==> src/rtl/fta_bus_pkg.sv <==
// Shared FTA bus types: transaction id, request/response beats, request queue entry and queue FSM states.
package fta_bus_pkg;

    localparam int FTA_WID = 256;

    typedef struct packed {
        logic [5:0] core;
        logic [2:0] channel;
        logic [7:0] tranid;
    } fta_tranid_t;

    typedef struct packed {
        logic                   cyc;
        logic                   we;
        logic [4:0]             cmd;
        fta_tranid_t            tid;
        logic [5:0]             blen;
        logic [FTA_WID/8-1:0]   sel;
        logic [31:0]            adr;
        logic [FTA_WID-1:0]     data1;
    } fta_cmd_request_t;

    typedef struct packed {
        logic                   ack;
        logic                   rty;
        logic                   stall;
        fta_tranid_t            tid;
        logic [31:0]            adr;
        logic [FTA_WID-1:0]     dat;
    } fta_cmd_response_t;

    typedef struct packed {
        fta_tranid_t            tid;
        logic                   we;
        logic [5:0]             blen;
        logic [FTA_WID/8-1:0]   sel;
        logic [31:0]            adr;
        logic [FTA_WID-1:0]     data1;
    } fta_req_entry_t;

    typedef enum logic [1:0] {IDLE, ISSUE, WAIT_ACK, RESP} fta_req_state_t;

endpackage

==> src/rtl/fta_bus_interface.sv <==
// FTA bus bundle: a request struct driven by the master and a response struct driven by the slave.
interface fta_bus_interface;
    import fta_bus_pkg::*;

    fta_cmd_request_t  req;
    fta_cmd_response_t resp;

    modport master (output req, input resp);
    modport slave  (input req, output resp);
endinterface

==> src/rtl/fta_req_fifo.sv <==
// Request FIFO with wrapping pointers; full/empty come from an occupancy counter one bit wider than the pointers.
module fta_req_fifo
    import fta_bus_pkg::*;
#(
    parameter int  DEPTH   = 4,
    parameter type entry_t = fta_req_entry_t
) (
    input  logic                     clk_i,
    input  logic                     rst_ni,
    input  logic                     push,
    input  entry_t                   din,
    input  logic                     pop,
    output entry_t                   dout,
    output logic                     empty,
    output logic                     full,
    output logic [$clog2(DEPTH):0]   count
);
    localparam int PTR_W = $clog2(DEPTH);

    entry_t           store [DEPTH];
    logic [PTR_W-1:0] wr_ptr;
    logic [PTR_W-1:0] rd_ptr;
    logic             do_push;
    logic             do_pop;

    assign empty   = (count == '0);
    assign full    = (count == (PTR_W+1)'(DEPTH));
    assign do_push = push && !full;
    assign do_pop  = pop && !empty;
    assign dout    = store[rd_ptr];

    always_ff @(posedge clk_i or negedge rst_ni) begin
        if (!rst_ni) begin
            wr_ptr <= '0;
            rd_ptr <= '0;
            count  <= '0;
        end else begin
            if (do_push) wr_ptr <= wr_ptr + PTR_W'(1);
            if (do_pop)  rd_ptr <= rd_ptr + PTR_W'(1);
            if (do_push && !do_pop)
                count <= count + (PTR_W+1)'(1);
            else if (do_pop && !do_push)
                count <= count - (PTR_W+1)'(1);
        end
    end

    // Storage needs no reset: only entries between the pointers are ever read.
    always_ff @(posedge clk_i) begin
        if (do_push) store[wr_ptr] <= din;
    end
endmodule

==> src/rtl/fta_req_queue.sv <==
// Queues FTA requests and replays them (including bursts) onto a simple req/ack memory port.
// FTA_REQ_QUEUE_RTY_EN: answer requests dropped on a full queue with resp.rty instead of the sticky ovf_o flag.
module fta_req_queue
    import fta_bus_pkg::*;
#(
    parameter int         WID    = 256,
    parameter int         DEPTH  = 4,
    parameter logic [5:0] CORENO = 6'd1
) (
    input  logic              clk_i,
    input  logic              rst_ni,
    fta_bus_interface.slave   fta_i,
    output logic              mem_req_o,
    output logic              mem_we_o,
    output logic [WID/8-1:0]  mem_sel_o,
    output logic [31:0]       mem_adr_o,
    output logic [WID-1:0]    mem_dat_o,
    input  logic              mem_ack_i,
    input  logic [WID-1:0]    mem_dat_i,
    output logic              ovf_o
);
    localparam int          CNT_W = $clog2(DEPTH) + 1;
    localparam logic [31:0] STEP  = 32'(WID/8);

    fta_req_state_t     state;
    fta_req_entry_t     push_entry;
    fta_req_entry_t     fifo_dout;
    logic               fifo_empty;
    logic               fifo_full;
    logic [CNT_W-1:0]   occ;
    logic               push;
    logic               pop;
    logic               drop;
    logic               ack_set;
    logic               cont_beat;
    logic [5:0]         beat_cnt;
    fta_tranid_t        cur_tid;
    logic               resp_ack;
    logic               resp_rty;
    fta_tranid_t        resp_tid;
    logic [31:0]        resp_adr;
    logic [FTA_WID-1:0] resp_dat;
    logic [15:0]        own_req_cnt;
    logic               unused_dbg;

    assign push       = fta_i.req.cyc && !fifo_full;
    assign drop       = fta_i.req.cyc && fifo_full;
    assign pop        = (state == ISSUE) && !cont_beat;
    assign ack_set    = (state == WAIT_ACK) && mem_ack_i;
    assign unused_dbg = ^{own_req_cnt, fta_i.req.cmd};

    assign push_entry = '{tid: fta_i.req.tid, we: fta_i.req.we, blen: fta_i.req.blen,
                          sel: fta_i.req.sel, adr: fta_i.req.adr, data1: fta_i.req.data1};

    assign fta_i.resp = '{ack: resp_ack, rty: resp_rty, stall: (occ >= CNT_W'(DEPTH-1)),
                          tid: resp_tid, adr: resp_adr, dat: resp_dat};

    fta_req_fifo #(.DEPTH(DEPTH), .entry_t(fta_req_entry_t)) u_fifo (
        .clk_i (clk_i),
        .rst_ni(rst_ni),
        .push  (push),
        .din   (push_entry),
        .pop   (pop),
        .dout  (fifo_dout),
        .empty (fifo_empty),
        .full  (fifo_full),
        .count (occ)
    );

`ifdef FTA_REQ_QUEUE_RTY_EN
    logic        rty_pend;
    fta_tranid_t rty_tid;
    assign ovf_o = 1'b0;
`else
    logic        ovf_q;
    assign ovf_o = ovf_q;
`endif

    // Burst beats after the first reuse the held mem_* registers: step the address, open all lanes.
    always_ff @(posedge clk_i or negedge rst_ni) begin
        if (!rst_ni) begin
            state       <= IDLE;
            cont_beat   <= 1'b0;
            beat_cnt    <= '0;
            cur_tid     <= '0;
            mem_req_o   <= 1'b0;
            mem_we_o    <= 1'b0;
            mem_sel_o   <= '0;
            mem_adr_o   <= '0;
            mem_dat_o   <= '0;
            resp_ack    <= 1'b0;
            resp_rty    <= 1'b0;
            resp_tid    <= '0;
            resp_adr    <= '0;
            resp_dat    <= '0;
            own_req_cnt <= '0;
`ifdef FTA_REQ_QUEUE_RTY_EN
            rty_pend    <= 1'b0;
            rty_tid     <= '0;
`else
            ovf_q       <= 1'b0;
`endif
        end else begin
            resp_ack <= 1'b0;
            resp_rty <= 1'b0;
            if (push && (fta_i.req.tid.core == CORENO))
                own_req_cnt <= own_req_cnt + 16'd1;

            unique case (state)
                IDLE: begin
                    if (!fifo_empty) begin
                        cont_beat <= 1'b0;
                        state     <= ISSUE;
                    end
                end
                ISSUE: begin
                    mem_req_o <= 1'b1;
                    if (cont_beat) begin
                        mem_adr_o <= mem_adr_o + STEP;
                        mem_sel_o <= '1;
                        beat_cnt  <= beat_cnt - 6'd1;
                    end else begin
                        mem_we_o  <= fifo_dout.we;
                        mem_sel_o <= fifo_dout.sel[WID/8-1:0];
                        mem_adr_o <= fifo_dout.adr;
                        mem_dat_o <= fifo_dout.data1[WID-1:0];
                        beat_cnt  <= fifo_dout.blen;
                        cur_tid   <= fifo_dout.tid;
                    end
                    state <= WAIT_ACK;
                end
                WAIT_ACK: begin
                    if (mem_ack_i) begin
                        mem_req_o <= 1'b0;
                        resp_ack  <= 1'b1;
                        resp_tid  <= cur_tid;
                        resp_adr  <= mem_adr_o;
                        resp_dat  <= mem_we_o ? '0 : FTA_WID'(mem_dat_i);
                        state     <= RESP;
                    end
                end
                RESP: begin
                    cont_beat <= (beat_cnt != 6'd0);
                    state     <= (beat_cnt != 6'd0) ? ISSUE : IDLE;
                end
                default: state <= IDLE;
            endcase

`ifdef FTA_REQ_QUEUE_RTY_EN
            // A retry colliding with an ack waits one deep in rty_pend so ack and rty never coincide.
            if (!ack_set && (drop || rty_pend)) begin
                resp_rty <= 1'b1;
                resp_tid <= rty_pend ? rty_tid : fta_i.req.tid;
            end
            rty_pend <= ack_set ? (rty_pend || drop) : (rty_pend && drop);
            if (drop && !(ack_set && rty_pend))
                rty_tid <= fta_i.req.tid;
`else
            if (drop) ovf_q <= 1'b1;
`endif
        end
    end
endmodule

==> src/flat_wrapper.sv <==
// flat-port wrapper written by rule: the top's interface ports become plain ports
module fta_req_queue_flat import fta_bus_pkg::*;
#(
    parameter int         WID    = 256,
    parameter int         DEPTH  = 4,
    parameter logic [5:0] CORENO = 6'd1
)
  (clk_i, rst_ni, mem_req_o, mem_we_o, mem_sel_o, mem_adr_o, mem_dat_o, mem_ack_i, mem_dat_i, ovf_o, fta_i_req, fta_i_resp);
  fta_bus_interface fta_i_i ();
  input  logic clk_i;
  input  logic rst_ni;
  output logic mem_req_o;
  output logic mem_we_o;
  output logic [WID/8-1:0] mem_sel_o;
  output logic [31:0] mem_adr_o;
  output logic [WID-1:0] mem_dat_o;
  input  logic mem_ack_i;
  input  logic [WID-1:0] mem_dat_i;
  output logic ovf_o;
  input wire logic [$bits(fta_i_i.req)-1:0] fta_i_req;
  output wire logic [$bits(fta_i_i.resp)-1:0] fta_i_resp;
  assign fta_i_i.req = fta_i_req;
  assign fta_i_resp = fta_i_i.resp;
  fta_req_queue #(.WID(WID), .DEPTH(DEPTH), .CORENO(CORENO)) u_core (.clk_i(clk_i), .rst_ni(rst_ni), .fta_i(fta_i_i), .mem_req_o(mem_req_o), .mem_we_o(mem_we_o), .mem_sel_o(mem_sel_o), .mem_adr_o(mem_adr_o), .mem_dat_o(mem_dat_o), .mem_ack_i(mem_ack_i), .mem_dat_i(mem_dat_i), .ovf_o(ovf_o));
endmodule
==> config.mk <==
export PLATFORM = sky130hd
export DESIGN_NAME = fta_req_queue_flat
export DESIGN_NICKNAME = d
export VERILOG_FILES = /design/src/rtl/fta_bus_pkg.sv /design/src/rtl/fta_bus_interface.sv /design/src/rtl/fta_req_fifo.sv /design/src/rtl/fta_req_queue.sv /design/src/flat_wrapper.sv
export SDC_FILE = /design/constraint.sdc
export NUM_CORES = 2
export LEC_CHECK = 0
export CAP_MARGIN = 10
export CORE_AREA = 3 3 478 480
export CTS_CLUSTER_DIAMETER = 50
export DETAILED_ROUTE_END_ITERATION = 16
export DIE_AREA = 0 0 481 483
export PLACE_DENSITY = 0.59
export SLEW_MARGIN = 15
export SYNTH_ARGS = -nofsm -noshare
export SYNTH_HDL_FRONTEND = slang
export SYNTH_HIERARCHICAL = 1
export SYNTH_SLANG_ARGS = --single-unit
==> constraint.sdc <==
create_clock -name clk_i -period 21.7 [get_ports clk_i]
set_input_delay 2.17 -clock clk_i [delete_from_list [all_inputs] [get_ports clk_i]]
set_output_delay 2.17 -clock clk_i [all_outputs]
set_load 0.02 [all_outputs]
==> results.md <==
| Group | Quantity | Value |
|:---|:---|:---|
| worst hold path | Startpoint of the most critical hold path | u_core/resp_dat[8]$_DFFE_PN0P_ |
| die | Initial cell density of the core | 34.16% |
| critical path | Critical path's top delay family | buffers and inverters |
| placement | Half-perimeter wire length of the detailed placement result | 191,400 um |
| clock tree | Number of buffers inserted by post-CTS setup repair | 0 |
| die | Horizontal extent of the die | 481 um |
| synth | Average cell area after synthesis | 16.21 um^2 |
| synth | Commonest cells in the netlist | nand2_1 (1,521), edfxtp_1 (1,376), dfrtp_1 (662) |
| critical path | Startpoint kind of the worst setup timing path | input pin |
| worst hold path | Hold/Removal Path Class | register to register |
| sta | Setup Skew | 0.07477 ns |
| clock tree | CTS H-Tree Depth | 5 |
| critical path | Slowest Stage Delay on Critical Path | 0.87 ns |
| power and ir drop | Standby leakage power | 38.33 nW |
| clock tree | Buffer levels on the longest clock path | 4 |
| sta | Count of endpoints failing hold in the final timing report | 0 |
| critical path | Startpoint of the worst register-to-register path | u_core/u_fifo/rd_ptr[1]$_DFFE_PN0P_ |
| synth | Cell Area, Synth | 76,740 um^2 |
| global route | Initial antenna violation count | 146 |
| synth | Main flop type after synthesis | edfxtp_1 |
| sta | Number of pins with negative max-slew slack in the final report | 0 |
| power and ir drop | Areal power density over the cells | 157.9 nW/um^2 |
| worst hold path | Min-Delay Path Depth | 2 |
| synth | Cell count after synthesis | 4,733 |
| synth | Number of register bits inferred by synthesis | 2,038 |
| synth | Post-Syn Nets | 5,355 |
| global route | Vias in the first global route | 46,810 |
| power and ir drop | Clock network fraction of total power | 27.9% |
| critical path | Largest fanout of any net on the critical path | 59 |
| drt | DRC | 0 |
| die | Count of pins on the block boundary | 1,240 |
| critical path | Most used cell, CP | buf_4 |
| synth | Area leader, netlist | edfxtp_1 |
| power and ir drop | Sequential fraction of design power | 38.2% |
| global route | Wire length of the first global-routing pass | 375,600 um |
| critical path | Critical path buffers and inverters | 4 |
| clock tree | Clock insertion delay at the later pin of the skew report | 0.90 ns |
| sta | Number of endpoints failing setup at the final stage | 0 |
| layout | Final net count | 6,667 |
| critical path | FF-to-FF path depth | 7 |
| sta | Max-slew headroom at the worst pin | 30.97% |
| synth | YS warnings | 6 |
| critical path | Capturing element of the worst setup path | u_core/u_fifo/store[0][28]$_DFFE_PP_ |
| sta | Sum of negative setup slack | 0 ns |
| synth | Synth top area cells | edfxtp_1 (54%), dfrtp_1 (22%), mux4_2 (10%) |
| drt | Routed via count divided by cell count | 4.926 |
| global route | Total congestion overflow | 0 |
| critical path | Critical path arrival | 6.63 ns |
| global route | Total track usage | 23.10% |
| sta | Unrepaired setup endpoints after global routing | no |
| critical path | Worst flop-to-flop path endpoint | u_core/mem_dat_o[79]$_DFFE_PN0P_ |
| die | Area of the core | 224,700 um^2 |
| layout | Synth-to-layout area growth | 31.42% |
| layout | Share of final-layout standard cells stronger than drive strength 1 | 13.65% |
| placement | Placed cells | 8,758 |
| sta | Fmax achieved | 163.3 MHz |
| drt | Routed Wire Length | 273,100 um |
| die | DIE AREA | 232,300 um^2 |
| power and ir drop | Switching power | 5.626 mW |
| synth | Sequential area share after synthesis | 75.43% |
| run | Max Cap Viol | 0 |
| synth | Cell with the most instances after synthesis | nand2_1 |
| critical path | Start point of the critical path | fta_i_req[349] |
| power and ir drop | Internal power component | 10.30 mW |
| critical path | Number of cells on the critical path | 7 |
| clock tree | CTS Buf Count | 277 |
| synth | Share of Yosys cell area claimed by the top area cell type | 53.84% |
| clock tree | Resized Gates After CTS | 0 |
| power and ir drop | Switching share of power | 35.32% |
| clock tree | Number of buffers added to fix hold violations after cts | 0 |
| critical path | Endpoint kind of the worst setup timing path | register |
| power and ir drop | Maximum resistive drop on vdd | 0.0001027 V |
| placement | Count of input and output buffers | 1,233 |
| clock tree | Master cell of the clock root buffer | clkbuf_16 |
| critical path | CP max stage cell | buf_4 |
| drt | Number of nets still failing antenna checks after routing | 0 |
| sta | Measured slew at the worst slew-check pin | 1.035 ns |
| placement | Routability Congestion | 0.9715 |
| global route | Maximum number of pins on one net before global-route repair | 141 |
| synth | Number of library cell types mapped by synthesis | 52 |
| drt | Total number of vias | 45,670 |
| power and ir drop | Share of power burned in combinational logic | 34.0% |
| clock tree | TritonCTS clock tree | done |
| die | Number of core rows | 174 |
| synth | EDFF count, synth | 1,376 |
| sta | Final critical path time including I/O delays and setup | 6.124 ns |
| critical path | Setup slack on the worst flop-to-flop path | 16.60 ns |
| critical path | Data required time of the worst path | 22.20 ns |
| critical path | Kind of critical path | input pin to register |
| layout | Non-filler cells, final | 9,272 |
| die | Die extent in y | 483 um |
| critical path | Critical-path cell list | clkdlybuf4s50_1, nor2b_1, nor2b_1, and2_4, buf_4, buf_4, buf_4 |
| drt | Violation count after the first detailed-route iteration | 3,129 |
| drt | Router iterations before antenna repair | 8 |
| drt | Final routed wire length divided by cell count | 29.45 um |
| synth | Asr flop ratio synth | 32.48% |
| sta | Final clock period utilization by the worst path | 28.22% |
| clock tree | Clock slew at the register clock pins of the worst setup and hold paths | 0.06 ns |
| clock tree | Number of sinks driven by the clock tree | 2,038 |
| outcome | Run status | complete, no violations |
cell type report:
cell class	count	area (um^2)
clock inverter	133	1478
timing repair buffer	1297	12890
clock buffer	345	7483
multi-input combinational	2416	17200
tap	2992	3744
sequential	2038	57900
antenna	36	90.09
inverter	15	71.32
fill	20020	123800
cells in the final DEF (no fill, tap or decap), drive strengths merged, types with 13 or more instances in the layout:
cell | netlist | routed
a21oi | 61 | 61
buf | 102 | 65
bufinv | 0 | 23
clkbuf | 162 | 345
clkdlybuf4s50 | 0 | 1232
clkinv | 1 | 64
dfrtp | 662 | 662
diode | 0 | 36
edfxtp | 1376 | 1376
inv | 14 | 49
mux2i | 13 | 13
mux4 | 344 | 344
nand2 | 1521 | 1521
nand3 | 17 | 17
nand3b | 256 | 256
nand4 | 15 | 15
nor2 | 80 | 80
o21ai | 16 | 16
o22ai | 24 | 24
registers in the layout (all words and copies together) (netlist names), 3 cells and up:
register	flops
u_core/u_fifo/store	1376
u_core/mem_dat_o	256
u_core/resp_dat	256
u_core/mem_adr_o	32
u_core/mem_sel_o	32
u_core/resp_adr	32
u_core/cur_tid	17
u_core/fta_i.resp	17
u_core/beat_cnt	6
u_core/u_fifo/count	3
per-stage QoR:
step / utilization (%) / cell area [um^2] / setup slack [ns] / hold slack (ns) / power, mW
final: 44.89 / 100900 / 15.58 / 0.4647 / 15.93
after global routing: 44.86 / 100800 / 15.25 / 0.4805 / 16.69
after CTS: 44.85 / 100800 / 15.50 / 0.4676 / 16.15
after detailed placement: 40.86 / 91810 / 14.53 / 0.4555 / 11.65
after global placement: 40.86 / 91810 / 14.51 / 0.4418 / 11.58
after floorplan: - / 76740 / 10.61 / 0.4386 / 9.179
power by group through the flow:
stage	clock (mW)	sequential, mW	combinational [mW]
after floorplan	0	6.73	2.45
after global placement	0	6.09	5.49
after detailed placement	0	6.14	5.51
after CTS	4.55	6.08	5.52
after global routing	4.71	6.18	5.80
final	4.44	6.08	5.41
per-layer routing:
| metal | track usage (%) | wire length (um) |
|---|---|---|
| met2 | 38.81 | 134600 |
| met5 | 0 | 372 |
| met4 | 11.68 | 15520 |
| met1 | 26.41 | 100700 |
| met3 | 7.372 | 21830 |
how the worst min path moves through the flow:
stage                                    endpoint  slack (ns)
3_5_place_dp   u_core/fta_i.resp[301]$_DFFE_PN0P_        0.46
2_1_floorplan  u_core/fta_i.resp[288]$_DFFE_PN0P_        0.44
5_1_grt           u_core/resp_dat[42]$_DFFE_PN0P_        0.48
3_3_place_gp             u_core/ovf_o$_DFFE_PN0P_        0.44
6_report           u_core/resp_dat[8]$_DFFE_PN0P_        0.46
4_1_cts          u_core/resp_dat[117]$_DFFE_PN0P_        0.47
kinds of logic (layout without fill, tap and decap cells):
group                    Yosys count  after routing  share of synthesized area [%]
AO/OA/AOI/OAI                    119            119                         0.9065
XOR/XNOR                           6              6                        0.06847
adder cells (fa/ha/maj)           13             13                         0.2217
buffers and inverters            279           1790                          2.206
flip-flops                      2038           2038                          75.43
multiplexers                     360            360                          10.31
other                              1             37                       0.004886
AND/OR/NAND/NOR                 1917           1917                          10.86
tightest hold or removal path, cell delays in order, from the launching register on:
cell	delay [ns]
dfrtp_1	0.34
nand2_1	0.05
nand2_1	0.05
Power figures use the tool's default switching activity.
